File: config.mk
export PLATFORM = sky130hd
export DESIGN_NAME = csm_arbiter_flat
export DESIGN_NICKNAME = d
export VERILOG_FILES = /design/src/rtl/csm_arbiter_if.sv /design/src/rtl/csm_arbiter.sv /design/src/flat_wrapper.sv
export SDC_FILE = /design/constraint.sdc
export NUM_CORES = 1
export LEC_CHECK = 0
export ABC_CLOCK_PERIOD_IN_PS = 3010
export CAP_MARGIN = 20
export CORE_ASPECT_RATIO = 1.75
export CORE_MARGIN = 5
export CORE_UTILIZATION = 37
export CTS_CLUSTER_SIZE = 14
export DETAILED_ROUTE_END_ITERATION = 7
export GPL_TIMING_DRIVEN = 0
export HOLD_SLACK_MARGIN = 0.08
export PLACE_DENSITY = 0.79
export SYNTH_ARGS = -nofsm -noshare
export SYNTH_HDL_FRONTEND = slang
export SYNTH_SLANG_ARGS = --single-unit
File: constraint.sdc
create_clock -name clk -period 3.01 [get_ports clk]
set_input_delay 0.7525 -clock clk [delete_from_list [all_inputs] [get_ports clk]]
set_output_delay 0.7525 -clock clk [all_outputs]
set_load 0.02 [all_outputs]
File: src/rtl/csm_arbiter_if.sv
// rtl/csm_arbiter_if.sv - requester A/B and memory-port bundle for csm_arbiter
// Purpose: groups both processor-side request ports and the single memory port.
// slave  : arbiter view (requests in; grants, errors, lock status, read data and memory strobes out).
// master : environment view (processors and memory array).
interface csm_arbiter_if #(
  parameter int DATABITS = 8,
  parameter int ADDRBITS = 3
);
  logic                a_req, a_rw, a_hold, a_release;
  logic [ADDRBITS-1:0] a_addr;
  logic [DATABITS-1:0] a_wdata;
  logic                a_ack, a_locked, a_rvalid;
  logic [1:0]          a_err;
  logic [DATABITS-1:0] a_rdata;

  logic                b_req, b_rw, b_hold, b_release;
  logic [ADDRBITS-1:0] b_addr;
  logic [DATABITS-1:0] b_wdata;
  logic                b_ack, b_locked, b_rvalid;
  logic [1:0]          b_err;
  logic [DATABITS-1:0] b_rdata;

  logic                mem_en, mem_we;
  logic [ADDRBITS-1:0] mem_addr;
  logic [DATABITS-1:0] mem_wdata, mem_rdata;

  modport slave (
    input  a_req, a_rw, a_addr, a_wdata, a_hold, a_release,
    input  b_req, b_rw, b_addr, b_wdata, b_hold, b_release,
    output a_ack, a_err, a_locked, a_rvalid, a_rdata,
    output b_ack, b_err, b_locked, b_rvalid, b_rdata,
    output mem_en, mem_we, mem_addr, mem_wdata,
    input  mem_rdata
  );

  modport master (
    output a_req, a_rw, a_addr, a_wdata, a_hold, a_release,
    output b_req, b_rw, b_addr, b_wdata, b_hold, b_release,
    input  a_ack, a_err, a_locked, a_rvalid, a_rdata,
    input  b_ack, b_err, b_locked, b_rvalid, b_rdata,
    input  mem_en, mem_we, mem_addr, mem_wdata,
    output mem_rdata
  );
endinterface

File: src/rtl/csm_arbiter.sv
// rtl/csm_arbiter.sv - two-requester round-robin memory arbiter with hold/release lock
// Purpose: serialises A/B accesses onto one single-port memory, with an exclusive lock
// that auto-releases after LOCK_TIMEOUT idle owner cycles.
// Ports: clk, reset (synchronous, active high); bus (csm_arbiter_if.slave) carrying
// A/B req/rw/addr/wdata/hold/release in, ack/err/locked/rvalid/rdata out, and the
// memory port mem_en/mem_we/mem_addr/mem_wdata out, mem_rdata in.
module csm_arbiter #(
  parameter int DATABITS     = 8,
  parameter int MEMSIZE      = 8,
  parameter int LOCK_TIMEOUT = 15
) (
  input  logic         clk,
  input  logic         reset,
  csm_arbiter_if.slave bus
);
  localparam int ADDRBITS = $clog2(MEMSIZE);
  localparam int TBITS    = $clog2(LOCK_TIMEOUT + 1);
  localparam logic [TBITS-1:0] TMR_LAST = TBITS'(LOCK_TIMEOUT - 1);

  localparam logic [1:0] ERR_NONE       = 2'b00;
  localparam logic [1:0] ERR_IN_USE     = 2'b01;
  localparam logic [1:0] ERR_DUAL_WRITE = 2'b10;
  localparam logic [1:0] ERR_DUAL_HOLD  = 2'b11;

  typedef enum logic [1:0] { LK_NONE, LK_OWN_A, LK_OWN_B } lock_e;

  lock_e               lock_q, lock_d, eff_lock;
  logic [TBITS-1:0]    tmr_q, tmr_d;
  logic                rr_b_q, rr_b_d;       // 1: B wins the next contention
  logic                a_ack_q, a_ack_d, b_ack_q, b_ack_d;
  logic [1:0]          a_err_q, a_err_d, b_err_q, b_err_d;
  logic                a_rvalid_q, a_rvalid_d, b_rvalid_q, b_rvalid_d;
  logic                mem_en_q, mem_en_d, mem_we_q, mem_we_d;
  logic [ADDRBITS-1:0] mem_addr_q, mem_addr_d;
  logic [DATABITS-1:0] mem_wdata_q, mem_wdata_d;
  logic                a_req_v, b_req_v, own_req, own_rel;

  always_comb begin
    // A request presented while its ack is showing belongs to the access just issued.
    a_req_v  = bus.a_req & ~a_ack_q;
    b_req_v  = bus.b_req & ~b_ack_q;
    a_err_d  = ERR_NONE;
    b_err_d  = ERR_NONE;
    a_ack_d  = 1'b0;
    b_ack_d  = 1'b0;
    rr_b_d   = rr_b_q;

    // A hold taken this cycle already governs this cycle's grant; a release only
    // takes effect from the next cycle.
    eff_lock = lock_q;
    case (lock_q)
      LK_NONE: begin
        if (bus.a_hold & bus.b_hold) begin
          a_err_d = ERR_DUAL_HOLD;
          b_err_d = ERR_DUAL_HOLD;
        end else if (bus.a_hold) begin
          eff_lock = LK_OWN_A;
        end else if (bus.b_hold) begin
          eff_lock = LK_OWN_B;
        end
      end
      LK_OWN_A: if (bus.b_hold) b_err_d = ERR_IN_USE;
      LK_OWN_B: if (bus.a_hold) a_err_d = ERR_IN_USE;
      default: ;
    endcase

    case (eff_lock)
      LK_OWN_A: begin
        a_ack_d = a_req_v;
        if (b_req_v) b_err_d = ERR_IN_USE;
      end
      LK_OWN_B: begin
        b_ack_d = b_req_v;
        if (a_req_v) a_err_d = ERR_IN_USE;
      end
      default: begin
        if (a_req_v & b_req_v) begin
          a_ack_d = ~rr_b_q;
          b_ack_d = rr_b_q;
          rr_b_d  = ~rr_b_q;
          // Colliding writes: the loser is rejected rather than left waiting.
          if (bus.a_rw & bus.b_rw & (bus.a_addr == bus.b_addr)) begin
            if (rr_b_q) begin
              if (a_err_d == ERR_NONE) a_err_d = ERR_DUAL_WRITE;
            end else if (b_err_d == ERR_NONE) begin
              b_err_d = ERR_DUAL_WRITE;
            end
          end
        end else begin
          a_ack_d = a_req_v;
          b_ack_d = b_req_v;
        end
      end
    endcase

    mem_en_d    = a_ack_d | b_ack_d;
    mem_we_d    = 1'b0;
    mem_addr_d  = '0;
    mem_wdata_d = '0;
    if (a_ack_d) begin
      mem_we_d    = bus.a_rw;
      mem_addr_d  = bus.a_addr;
      mem_wdata_d = bus.a_wdata;
    end else if (b_ack_d) begin
      mem_we_d    = bus.b_rw;
      mem_addr_d  = bus.b_addr;
      mem_wdata_d = bus.b_wdata;
    end

    a_rvalid_d = a_ack_q & ~mem_we_q;
    b_rvalid_d = b_ack_q & ~mem_we_q;

    // Idle counter runs only while an owner holds the lock without requesting.
    own_req = (lock_q == LK_OWN_A) ? bus.a_req     : bus.b_req;
    own_rel = (lock_q == LK_OWN_A) ? bus.a_release : bus.b_release;
    lock_d  = lock_q;
    tmr_d   = '0;
    if (lock_q == LK_NONE) begin
      lock_d = eff_lock;
    end else if (own_rel) begin
      lock_d = LK_NONE;
    end else if (!own_req) begin
      if (tmr_q == TMR_LAST) lock_d = LK_NONE;
      else                   tmr_d  = tmr_q + 1'b1;
    end
  end

  always_ff @(posedge clk) begin
    if (reset) begin
      lock_q      <= LK_NONE;
      tmr_q       <= '0;
      rr_b_q      <= 1'b0;
      a_ack_q     <= 1'b0;
      b_ack_q     <= 1'b0;
      a_err_q     <= ERR_NONE;
      b_err_q     <= ERR_NONE;
      a_rvalid_q  <= 1'b0;
      b_rvalid_q  <= 1'b0;
      mem_en_q    <= 1'b0;
      mem_we_q    <= 1'b0;
      mem_addr_q  <= '0;
      mem_wdata_q <= '0;
    end else begin
      lock_q      <= lock_d;
      tmr_q       <= tmr_d;
      rr_b_q      <= rr_b_d;
      a_ack_q     <= a_ack_d;
      b_ack_q     <= b_ack_d;
      a_err_q     <= a_err_d;
      b_err_q     <= b_err_d;
      a_rvalid_q  <= a_rvalid_d;
      b_rvalid_q  <= b_rvalid_d;
      mem_en_q    <= mem_en_d;
      mem_we_q    <= mem_we_d;
      mem_addr_q  <= mem_addr_d;
      mem_wdata_q <= mem_wdata_d;
    end
  end

  assign bus.a_ack     = a_ack_q;
  assign bus.b_ack     = b_ack_q;
  assign bus.a_err     = a_err_q;
  assign bus.b_err     = b_err_q;
  assign bus.a_locked  = (lock_q == LK_OWN_A);
  assign bus.b_locked  = (lock_q == LK_OWN_B);
  assign bus.a_rvalid  = a_rvalid_q;
  assign bus.b_rvalid  = b_rvalid_q;
  // Read data is the memory's output, forced to zero outside its valid cycle.
  assign bus.a_rdata   = a_rvalid_q ? bus.mem_rdata : '0;
  assign bus.b_rdata   = b_rvalid_q ? bus.mem_rdata : '0;
  assign bus.mem_en    = mem_en_q;
  assign bus.mem_we    = mem_we_q;
  assign bus.mem_addr  = mem_addr_q;
  assign bus.mem_wdata = mem_wdata_q;
endmodule

File: src/flat_wrapper.sv
// flat-port wrapper written by rule: the top's interface ports become plain ports
module csm_arbiter_flat 
#(
  parameter int DATABITS     = 8,
  parameter int MEMSIZE      = 8,
  parameter int LOCK_TIMEOUT = 15
)
  (clk, reset, bus_a_req, bus_a_rw, bus_a_addr, bus_a_wdata, bus_a_hold, bus_a_release, bus_b_req, bus_b_rw, bus_b_addr, bus_b_wdata, bus_b_hold, bus_b_release, bus_a_ack, bus_a_err, bus_a_locked, bus_a_rvalid, bus_a_rdata, bus_b_ack, bus_b_err, bus_b_locked, bus_b_rvalid, bus_b_rdata, bus_mem_en, bus_mem_we, bus_mem_addr, bus_mem_wdata, bus_mem_rdata);
  csm_arbiter_if #(.DATABITS(DATABITS), .ADDRBITS((3))) bus_i ();
  input  logic clk;
  input  logic reset;
  input wire logic [$bits(bus_i.a_req)-1:0] bus_a_req;
  input wire logic [$bits(bus_i.a_rw)-1:0] bus_a_rw;
  input wire logic [$bits(bus_i.a_addr)-1:0] bus_a_addr;
  input wire logic [$bits(bus_i.a_wdata)-1:0] bus_a_wdata;
  input wire logic [$bits(bus_i.a_hold)-1:0] bus_a_hold;
  input wire logic [$bits(bus_i.a_release)-1:0] bus_a_release;
  input wire logic [$bits(bus_i.b_req)-1:0] bus_b_req;
  input wire logic [$bits(bus_i.b_rw)-1:0] bus_b_rw;
  input wire logic [$bits(bus_i.b_addr)-1:0] bus_b_addr;
  input wire logic [$bits(bus_i.b_wdata)-1:0] bus_b_wdata;
  input wire logic [$bits(bus_i.b_hold)-1:0] bus_b_hold;
  input wire logic [$bits(bus_i.b_release)-1:0] bus_b_release;
  output wire logic [$bits(bus_i.a_ack)-1:0] bus_a_ack;
  output wire logic [$bits(bus_i.a_err)-1:0] bus_a_err;
  output wire logic [$bits(bus_i.a_locked)-1:0] bus_a_locked;
  output wire logic [$bits(bus_i.a_rvalid)-1:0] bus_a_rvalid;
  output wire logic [$bits(bus_i.a_rdata)-1:0] bus_a_rdata;
  output wire logic [$bits(bus_i.b_ack)-1:0] bus_b_ack;
  output wire logic [$bits(bus_i.b_err)-1:0] bus_b_err;
  output wire logic [$bits(bus_i.b_locked)-1:0] bus_b_locked;
  output wire logic [$bits(bus_i.b_rvalid)-1:0] bus_b_rvalid;
  output wire logic [$bits(bus_i.b_rdata)-1:0] bus_b_rdata;
  output wire logic [$bits(bus_i.mem_en)-1:0] bus_mem_en;
  output wire logic [$bits(bus_i.mem_we)-1:0] bus_mem_we;
  output wire logic [$bits(bus_i.mem_addr)-1:0] bus_mem_addr;
  output wire logic [$bits(bus_i.mem_wdata)-1:0] bus_mem_wdata;
  input wire logic [$bits(bus_i.mem_rdata)-1:0] bus_mem_rdata;
  assign bus_i.a_req = bus_a_req;
  assign bus_i.a_rw = bus_a_rw;
  assign bus_i.a_addr = bus_a_addr;
  assign bus_i.a_wdata = bus_a_wdata;
  assign bus_i.a_hold = bus_a_hold;
  assign bus_i.a_release = bus_a_release;
  assign bus_i.b_req = bus_b_req;
  assign bus_i.b_rw = bus_b_rw;
  assign bus_i.b_addr = bus_b_addr;
  assign bus_i.b_wdata = bus_b_wdata;
  assign bus_i.b_hold = bus_b_hold;
  assign bus_i.b_release = bus_b_release;
  assign bus_a_ack = bus_i.a_ack;
  assign bus_a_err = bus_i.a_err;
  assign bus_a_locked = bus_i.a_locked;
  assign bus_a_rvalid = bus_i.a_rvalid;
  assign bus_a_rdata = bus_i.a_rdata;
  assign bus_b_ack = bus_i.b_ack;
  assign bus_b_err = bus_i.b_err;
  assign bus_b_locked = bus_i.b_locked;
  assign bus_b_rvalid = bus_i.b_rvalid;
  assign bus_b_rdata = bus_i.b_rdata;
  assign bus_mem_en = bus_i.mem_en;
  assign bus_mem_we = bus_i.mem_we;
  assign bus_mem_addr = bus_i.mem_addr;
  assign bus_mem_wdata = bus_i.mem_wdata;
  assign bus_i.mem_rdata = bus_mem_rdata;
  csm_arbiter #(.DATABITS(DATABITS), .MEMSIZE(MEMSIZE), .LOCK_TIMEOUT(LOCK_TIMEOUT)) u_core (.clk(clk), .reset(reset), .bus(bus_i));
endmodule
---- Word-level counts from Yosys, hierarchy flattened ----
Cells that the tools add are included.
Widths: inputs -> output; s select.
cells by class
  multiplexer cells ....................... 39
  add/sub/neg operators ................... 1
  reduce and logical (&&, ||, !) cells .... 8
  bitwise gates (word level) .............. 14
  equality and inequality tests ........... 7
operators with widths
  cell                 count
  $mux 2               19
  $mux 8               4
  $pmux 2 s2           4
  $and 1x1->1          8
  $mux 1               8
  $logic_not 2->1      3
  $mux 3               2
  $not 1->1            5
  $reduce_or 5->1      1
  $add 4x1->4 const B  1
  $eq 2x1->1 const B   2
  $eq 2x2->1 const B   2
  $eq 4x4->1 const B   1
  $pmux 1 s2           2
  $reduce_and 2->1     2
  $eq 3x3->1           1
  $ne 3x3->1 const B   1
  $reduce_bool 3->1    1
  $reduce_or 2->1      1
  $or 1x1->1           1
storage, ports and cells
  input port bits ......................... 40
  bits in registers ....................... 28

---- Longest topological paths before layout ----
Gate-level depths: netlist (run 1).
  depth in word-level cells ............... 9
  gate-level depth with buffers ........... 11
  mapped depth without buffers ............ 9

---- Least setup slack after synthesis (run 1) ----
No wires, ideal clock.
  kind .................................... in2reg
  from .................................... input port bus_a_hold
  to ...................................... register u_core.mem_addr_q[2] (netlist: u_core.bus.mem_addr[2])
  path slack .............................. 519 ps
  stages on the path ...................... 10
  arrival time ............................ 2434 ps
  path through ............................ nand2b_1 nor2_1 or2_2 ha_1 buf_6 nor2_1 or3_1 a41oi_2 buf_6 a22o_2
between the ends
  word-level cells in the longest chain between the ends .. 7
  elaborated cells between the ends (all ways) .. 10
  those cells by class .................... eq/ne: 2; mux: 7; bitwise: 1
ends and longest elaborated chain
  what                                             RTL line                              RTL
  start, declared                                  flat_wrapper.sv:16                    input wire logic [$bits(bus_i.a_hold)-1:0] bus_a_hold;
  $mux 2 / $and 1x1->1 (equally long branches)     csm_arbiter.sv:56, csm_arbiter.sv:53
  $mux 2 (*)                                       csm_arbiter.sv:53                     if (bus.a_hold & bus.b_hold) begin
  $mux 2 (*)                                       csm_arbiter.sv:51                     case (lock_q)
  $eq 2x2->1 / $eq 2x1->1 (equally long branches)  csm_arbiter.sv:67                     case (eff_lock)
  $pmux 1 s2                                       csm_arbiter.sv:67
  $mux 3                                           csm_arbiter.sv:104                    end else if (b_ack_d) begin
  $mux 3 (*)                                       csm_arbiter.sv:100                    if (a_ack_d) begin
  end signal, assigned                             csm_arbiter.sv:155                    mem_addr_q <= mem_addr_d;
  end, declared                                    csm_arbiter.sv:34                     logic [ADDRBITS-1:0] mem_addr_q, mem_addr_d;
Every way passes the cells marked *; elsewhere a longest branch is shown, timed or not.
A chain may end at the register's enable or synchronous reset.

---- Worst setup path in the final report (run 1) ----
  from .................................... input port bus_b_hold
  to ...................................... register u_core.mem_wdata_q[7] (netlist: u_core.bus.mem_wdata[7])
between the ends
  word-level cells in the longest chain between the ends .. 8
  elaborated cells between the ends (all ways) .. 11
  those cells by class .................... eq/ne: 2; mux: 8; bitwise: 1
ends and longest elaborated chain
  what                                             RTL line            RTL
  start, declared                                  flat_wrapper.sv:22  input wire logic [$bits(bus_i.b_hold)-1:0] bus_b_hold;
  $mux 2                                           csm_arbiter.sv:58   end else if (bus.b_hold) begin
  $mux 2                                           csm_arbiter.sv:56   end else if (bus.a_hold) begin
  $mux 2 (*)                                       csm_arbiter.sv:53
  $mux 2 (*)                                       csm_arbiter.sv:51
  $eq 2x2->1 / $eq 2x1->1 (equally long branches)  csm_arbiter.sv:67
  $pmux 1 s2                                       csm_arbiter.sv:67
  $mux 8                                           csm_arbiter.sv:104
  $mux 8 (*)                                       csm_arbiter.sv:100
  end signal, assigned                             csm_arbiter.sv:156  mem_wdata_q <= mem_wdata_d;
  end, declared                                    csm_arbiter.sv:35   logic [DATABITS-1:0] mem_wdata_q, mem_wdata_d;
Marks and branches as above.

==> results.yml, run 1 <==
synthesis:
  synth_cell_type_count: 34
  synth_ff_type: "dfxtp_1"
  synth_edf_count: 0
  ys_seq_area_share_pct: 41.44
  synth_area_sq_mm: 0.001353
  synthArstFlopShare_pct: 0
  synth_nets: 185
  synth.avg_cell_area_sq_um: 9.593
  syn_inst: 141
  yosysWarningCount: 0
  ys_ff_latch: 28
job:
  maxCapViolations: 0
global_routing:
  grt_pass1_wl_um: 5513
  grt_util_all_layers_pct: 13.66
  grt_max_degree: 15
  grt_pass1_vias: 1231
  antenna_found_initial: 0
  overflow: 0
setup_path:
  crit_chain: "clkdlybuf4s50_1 -> nor2_1 -> or2_2 -> ha_1 -> buf_6 -> nand2b_1 -> a21oi_1 -> nor4_4 -> buf_2 -> a22o_2"
  cp-end-kind: "flip-flop"
  slowest_stage: "clkdlybuf4s50_1"
  crit_path_max_incr_delay_ns: 0.55
  cp.required_ns: 3.17
  worstSetupPathType: "in2reg"
  worstPathArrival_ns: 3.03
  cp-start-kind: "primary input"
  crit_fanout: 10
clock_tree:
  cts_buffers: 3
  postCtsHoldBufs: 0
  clock-root-buffer: "clkbuf_8"
  cts_tree: "built"
  clock_latency_ns: 0.27
  clkSlewWorstSetupHoldPaths_ns: 0.08
  cts.sinks: 28
  clk_path_buf_depth: 2
  ctsHtreeMaxLevel: 1
sta:
  finalHoldViolCount: 0
  min_period_over_period_pct: 95.42
  fmax_mhz: 348.2
  fin_worst_skew_ns: 0.004131
  setup_ws_ns: 0.1378
  period_minus_slack_ns: 2.872
  relSlewSlack_pct: 68.01
  worst_pin_slew_ns: 0.4798
  drv_slew: 0
  fin_tns_setup_ns: 0
  rsz0062_at_grt: "no"
  setup_viol: 0
finish:
  n_antenna_cell: 0
  fillerInstances: 300
  seq_area_sq_um: 560.5
  final_common_cell: "clkdlybuf4s50_1"
  fin_nets: 270
  stdcell_count: 270
  multi_input_area_sq_um: 755.7
  mostFrequentLayoutCells: "clkdlybuf4s50_1, dfxtp_1, nor2_1"
  drive_gt1_share_pct: 12.95
  area_growth_pct: 68.27
power_and_ir_drop:
  p_per_area_mw_per_mm2: 398.6
  ir_drop_mv: 0.3267
  power.total_mw: 0.9073
  cellLeakagePower_nw: 0.9115
floorplanning:
  die_h_um: 89.98
  core_region_area_sq_mm: 0.003592
  ios: 79
  die_w_um: 55.71
  fp.dieArea_sq_mm: 0.005012
  initial_utilization_pct: 37.65
  rows: 29
detailed_routing:
  totalWireLength_um: 3470
  ant_nets: 0
  drc: 0
  drt_first_pass_iters: 4
  wl_per_cell_um: 12.85
  drt_iter0_drc: 19
  viasPerCell: 4.767
  vias: 1287
placement:
  placed_cells: 265
  place_hpwl_um: 2862
  io_buffers: 78
  dp_slack_ns: -0.3107
  gp_congestion: 0.8182
hold_path:
  min-delay-path-class: "reg2reg"
run_status:
  status: "complete, no violations"
through the flow:
stage	hold slack [ns]	cell area, sq um	utilization, %
2_1_floorplan	0.4297	1353	-
3_3_place_gp	0.4416	2191	60.99
3_5_place_dp	0.4552	2191	60.99
4_1_cts	0.4675	2238	62.31
5_1_grt	0.5277	2276	63.36
6_report	0.4585	2276	63.36
state kept, by name, summed over array words and instances (netlist names):
| register | flops |
|---|---|
| u_core.rr_b_q | 1 |
| u_core.bus.b_ack | 1 |
| u_core.bus.b_err | 2 |
| u_core.bus.b_rvalid | 1 |
| u_core.bus.mem_addr | 3 |
| u_core.bus.mem_en | 1 |
| u_core.lock_q | 2 |
| u_core.bus.mem_wdata | 8 |
| u_core.bus.a_ack | 1 |
| u_core.bus.a_rvalid | 1 |
| u_core.bus.a_err | 2 |
| u_core.tmr_q | 4 |
| u_core.bus.mem_we | 1 |
logic make-up after synthesis:
family                   Yosys count  share of synthesized area, %
AO/OA/AOI/OAI                     28                         17.58
XOR/XNOR                           6                         3.885
buffers and inverters             12                         4.625
multiplexers                       1                        0.7401
flip-flops                        28                         41.44
AND/OR/NAND/NOR                   62                         28.03
adder cells (fa/ha/maj)            4                         3.700
final timing paths:
path,start,slack [ns],endpoint,depth (start not counted)
min reg2reg,u_core.bus.mem_we$_SDFF_PP0_,0.46,u_core.bus.a_rvalid$_SDFF_PP0_,1
max reg2reg,u_core.lock_q[1]$_SDFFE_PP0P_,0.55,u_core.bus.mem_wdata[7]$_SDFF_PP0_,11
min,u_core.bus.mem_we$_SDFF_PP0_,0.46,u_core.bus.a_rvalid$_SDFF_PP0_,1
max,bus_b_hold,0.14,u_core.bus.mem_wdata[7]$_SDFF_PP0_,10
critical path: cells and delay by family:
| kind | cells | cell delay, ns |
|---|---|---|
| buffers and inverters | 3 | 0.90 |
| AO/OA/AOI/OAI | 2 | 0.49 |
| adder cells (fa/ha/maj) | 1 | 0.31 |
| AND/OR/NAND/NOR | 4 | 0.59 |
per-layer routing:
layer | track usage [%] | up-vias | wire, um
met5 | 0 | - | 0
met2 | 27.08 | 47 | 1997
met3 | 3.582 | 4 | 283
met4 | 5.477 | 0 | 56
met1 | 12.54 | 576 | 1132
li1 | - | 660 | -
power breakdown:
part	total [mW]	internal (mW)	switching, mW
sequential	0.413	0.399	0.0140
clock	0.192	0.0896	0.103
combinational	0.302	0.162	0.140
total	0.907	0.651	0.256
what timing repair did:
item,in CTS,in global routing
setup buffers,0,2
endpoints found under the setup margin,10,10
resized for setup,1,3
synthesized netlist by cell type (3+ instances only):
library cell  instances  area [sq um]
nand2_1               3         11.26
xor2_1                4         35.03
and2_1               16         100.1
nor2_1               17         63.81
nand2b_1              5         31.28
nand3_1               3         15.01
inv_1                 7         26.28
a21oi_1               6         30.03
nor4_1                3         18.77
dfxtp_1              28         560.5
a22o_2               12         120.1
nor3b_1               3         22.52
ha_1                  4         50.05
layout make-up:
| class | count | share of cell area (%) |
|---|---|---|
| plain buffers | 5 | 1.594 |
| clock buffers | 3 | 1.814 |
| inverters | 7 | 1.154 |
| multi-input cells | 101 | 33.21 |
| flip-flops and latches | 28 | 24.63 |
| well taps | 46 | 2.529 |
| repair buffers | 80 | 35.07 |
Power figures use the tool's default switching activity.
==> run 2: changes to the inputs <==
Settings changed: CORE_ASPECT_RATIO 1.75 to unset, CORE_UTILIZATION 37 to 60, DONT_BUFFER_PORTS set to 1, PLACE_DENSITY 0.79 to 0.76.
==> run 2 against run 1 <==
  * Utilization up 1.6 points
  * Cell count is 36% lower
  * Hold slack gained 0.035 ns
  * Sequential cell count did not move
  * Design area fell by 37%
  * Highest routed layer unchanged
==> results.yml, run 2 (synthesized netlist as in run 1, its figures left out) <==
setup_path:
  crit_path_max_incr_delay_ns: 0.48
  cp-start-kind: "flip-flop"
  critPathBufInv: 3
  worstSetupPathType: "reg2reg"
  crit_fanout: 10
  cp-end-kind: "flip-flop"
  worstPathArrival_ns: 2.95
  cp.required_ns: 3.28
  slowest_stage: "nor4_1"
  crit_chain: "buf_2 -> nand2b_1 -> nor2_1 -> or2_2 -> ha_1 -> buf_6 -> nand2b_1 -> a21oi_1 -> nor4_1 -> buf_2 -> a22o_2"
  crit_family: "simple AND/OR/NAND/NOR gates"
power_and_ir_drop:
  p_per_area_mw_per_mm2: 535.6
  ir_drop_mv: 0.4002
  cellLeakagePower_nw: 0.6005
finish:
  final_common_cell: "dfxtp_1"
  drive_gt1_share_pct: 18.62
  fin_nets: 190
  n_antenna_cell: 0
  largest_register_ffs: 8
  fillerInstances: 188
  fin_area_sq_mm: 0.001424
  mostFrequentLayoutCells: "dfxtp_1, nor2_1, and2_1"
  area_growth_pct: 5.273
global_routing:
  grt_pass1_vias: 1033
  antenna_found_initial: 0
  grt_max_degree: 16
  overflow: 0
  grt_util_all_layers_pct: 17.03
  grt_pass1_wl_um: 4464
clock_tree:
  clkSlewWorstSetupHoldPaths_ns: 0.14
  clk_path_buf_depth: 2
  clock-root-buffer: "clkbuf_4"
  cts.sinks: 28
  cts_buffers: 3
  cts-resized-gates: 0
  cts_setup_buffers: 0
  cts_tree: "built"
  postCtsHoldBufs: 0
  clock_latency_ns: 0.32
  ctsHtreeMaxLevel: 1
detailed_routing:
  vias: 1033
  drt_first_pass_iters: 4
  viasPerCell: 5.971
  ant_nets: 0
  drt_iter0_drc: 40
  totalWireLength_um: 2911
  wl_per_cell_um: 16.83
  drc: 0
placement:
  placed_area_sq_mm: 0.001388
  place_hpwl_um: 2381
  gp_congestion: 0.7881
  io_buffers: 0
sta:
  setup_viol: 0
  min_period_over_period_pct: 89.05
  drv_slew: 0
  relSlewSlack_pct: 58.18
  fmax_mhz: 373.1
  finalHoldViolCount: 0
  rsz0062_at_grt: "no"
  period_minus_slack_ns: 2.681
  fin_tns_setup_ns: 0
  worst_pin_slew_ns: 0.6215
  fin_worst_skew_ns: 0.007296
hold_path:
  min-delay-path-class: "reg2reg"
job:
  maxCapViolations: 0
floorplanning:
  die_w_um: 57.48
  ios: 79
  initial_utilization_pct: 61.74
  core_region_area_sq_mm: 0.002191
  rows: 17
  die_h_um: 57.48
  fp.dieArea_sq_mm: 0.003304
run_status:
  status: "complete, no violations"
run 2: worst register-to-register path: stages, from the launching register on:
cell	delay, ns
dfxtp_1	0.33
buf_2	0.21
nand2b_1	0.15
nor2_1	0.05
or2_2	0.28
ha_1	0.31
buf_6	0.14
nand2b_1	0.12
a21oi_1	0.08
nor4_1	0.48
buf_2	0.33
a22o_2	0.16
run 2: worst paths after layout:
kind / from / endpoint / slack [ns] / cells past startpoint
max: u_core.lock_q[1]$_SDFFE_PP0P_ / u_core.bus.mem_we$_SDFF_PP0_ / 0.33 / 11
min: u_core.tmr_q[0]$_SDFF_PP0_ / u_core.tmr_q[0]$_SDFF_PP0_ / 0.49 / 1
max reg2reg: u_core.lock_q[1]$_SDFFE_PP0P_ / u_core.bus.mem_we$_SDFF_PP0_ / 0.33 / 11
min reg2reg: u_core.tmr_q[0]$_SDFF_PP0_ / u_core.tmr_q[0]$_SDFF_PP0_ / 0.49 / 1
run 2: area by class of cell:
type	instances	area [sq um]	area share (%)
Inverter	7	26.28	1.845
Clock buffer	4	36.28	2.548
Sequential cell	28	560.5	39.37
Tap cell	28	35.03	2.460
Buffer	5	36.28	2.548
Multi-Input combinational cell	101	729.5	51.23
run 2: layer usage:
layer / part of all wire [%] / vias up / GRT usage (%)
met3: 13 / 4 / 6.561
met1: 35 / 461 / 19.23
li1: - / 504 / -
met4: 0.72 / 0 / 4.967
met2: 50 / 64 / 29.52
met5: 0 / - / 0
run 2: metrics by stage:
stage          utilization (%)  setup slack (ns)  hold WS (ns)  cells  power [mW]
6_report                 64.99            0.3295        0.4937    173      0.7627
3_3_place_gp             63.34            0.2445        0.4422    169      0.5910
4_1_cts                  64.99            0.3661        0.4965    173      0.7675
3_5_place_dp             63.34            0.2105        0.4702    169      0.5957
2_1_floorplan                -            0.5187        0.4297    141      0.5699
5_1_grt                  64.99            0.1724        0.5279    173      0.8002
run 2: power breakdown:
part	switching, mW	internal (mW)
registers	0.0488	0.400
logic	0.0770	0.0608
clock network	0.102	0.0740
total	0.228	0.535
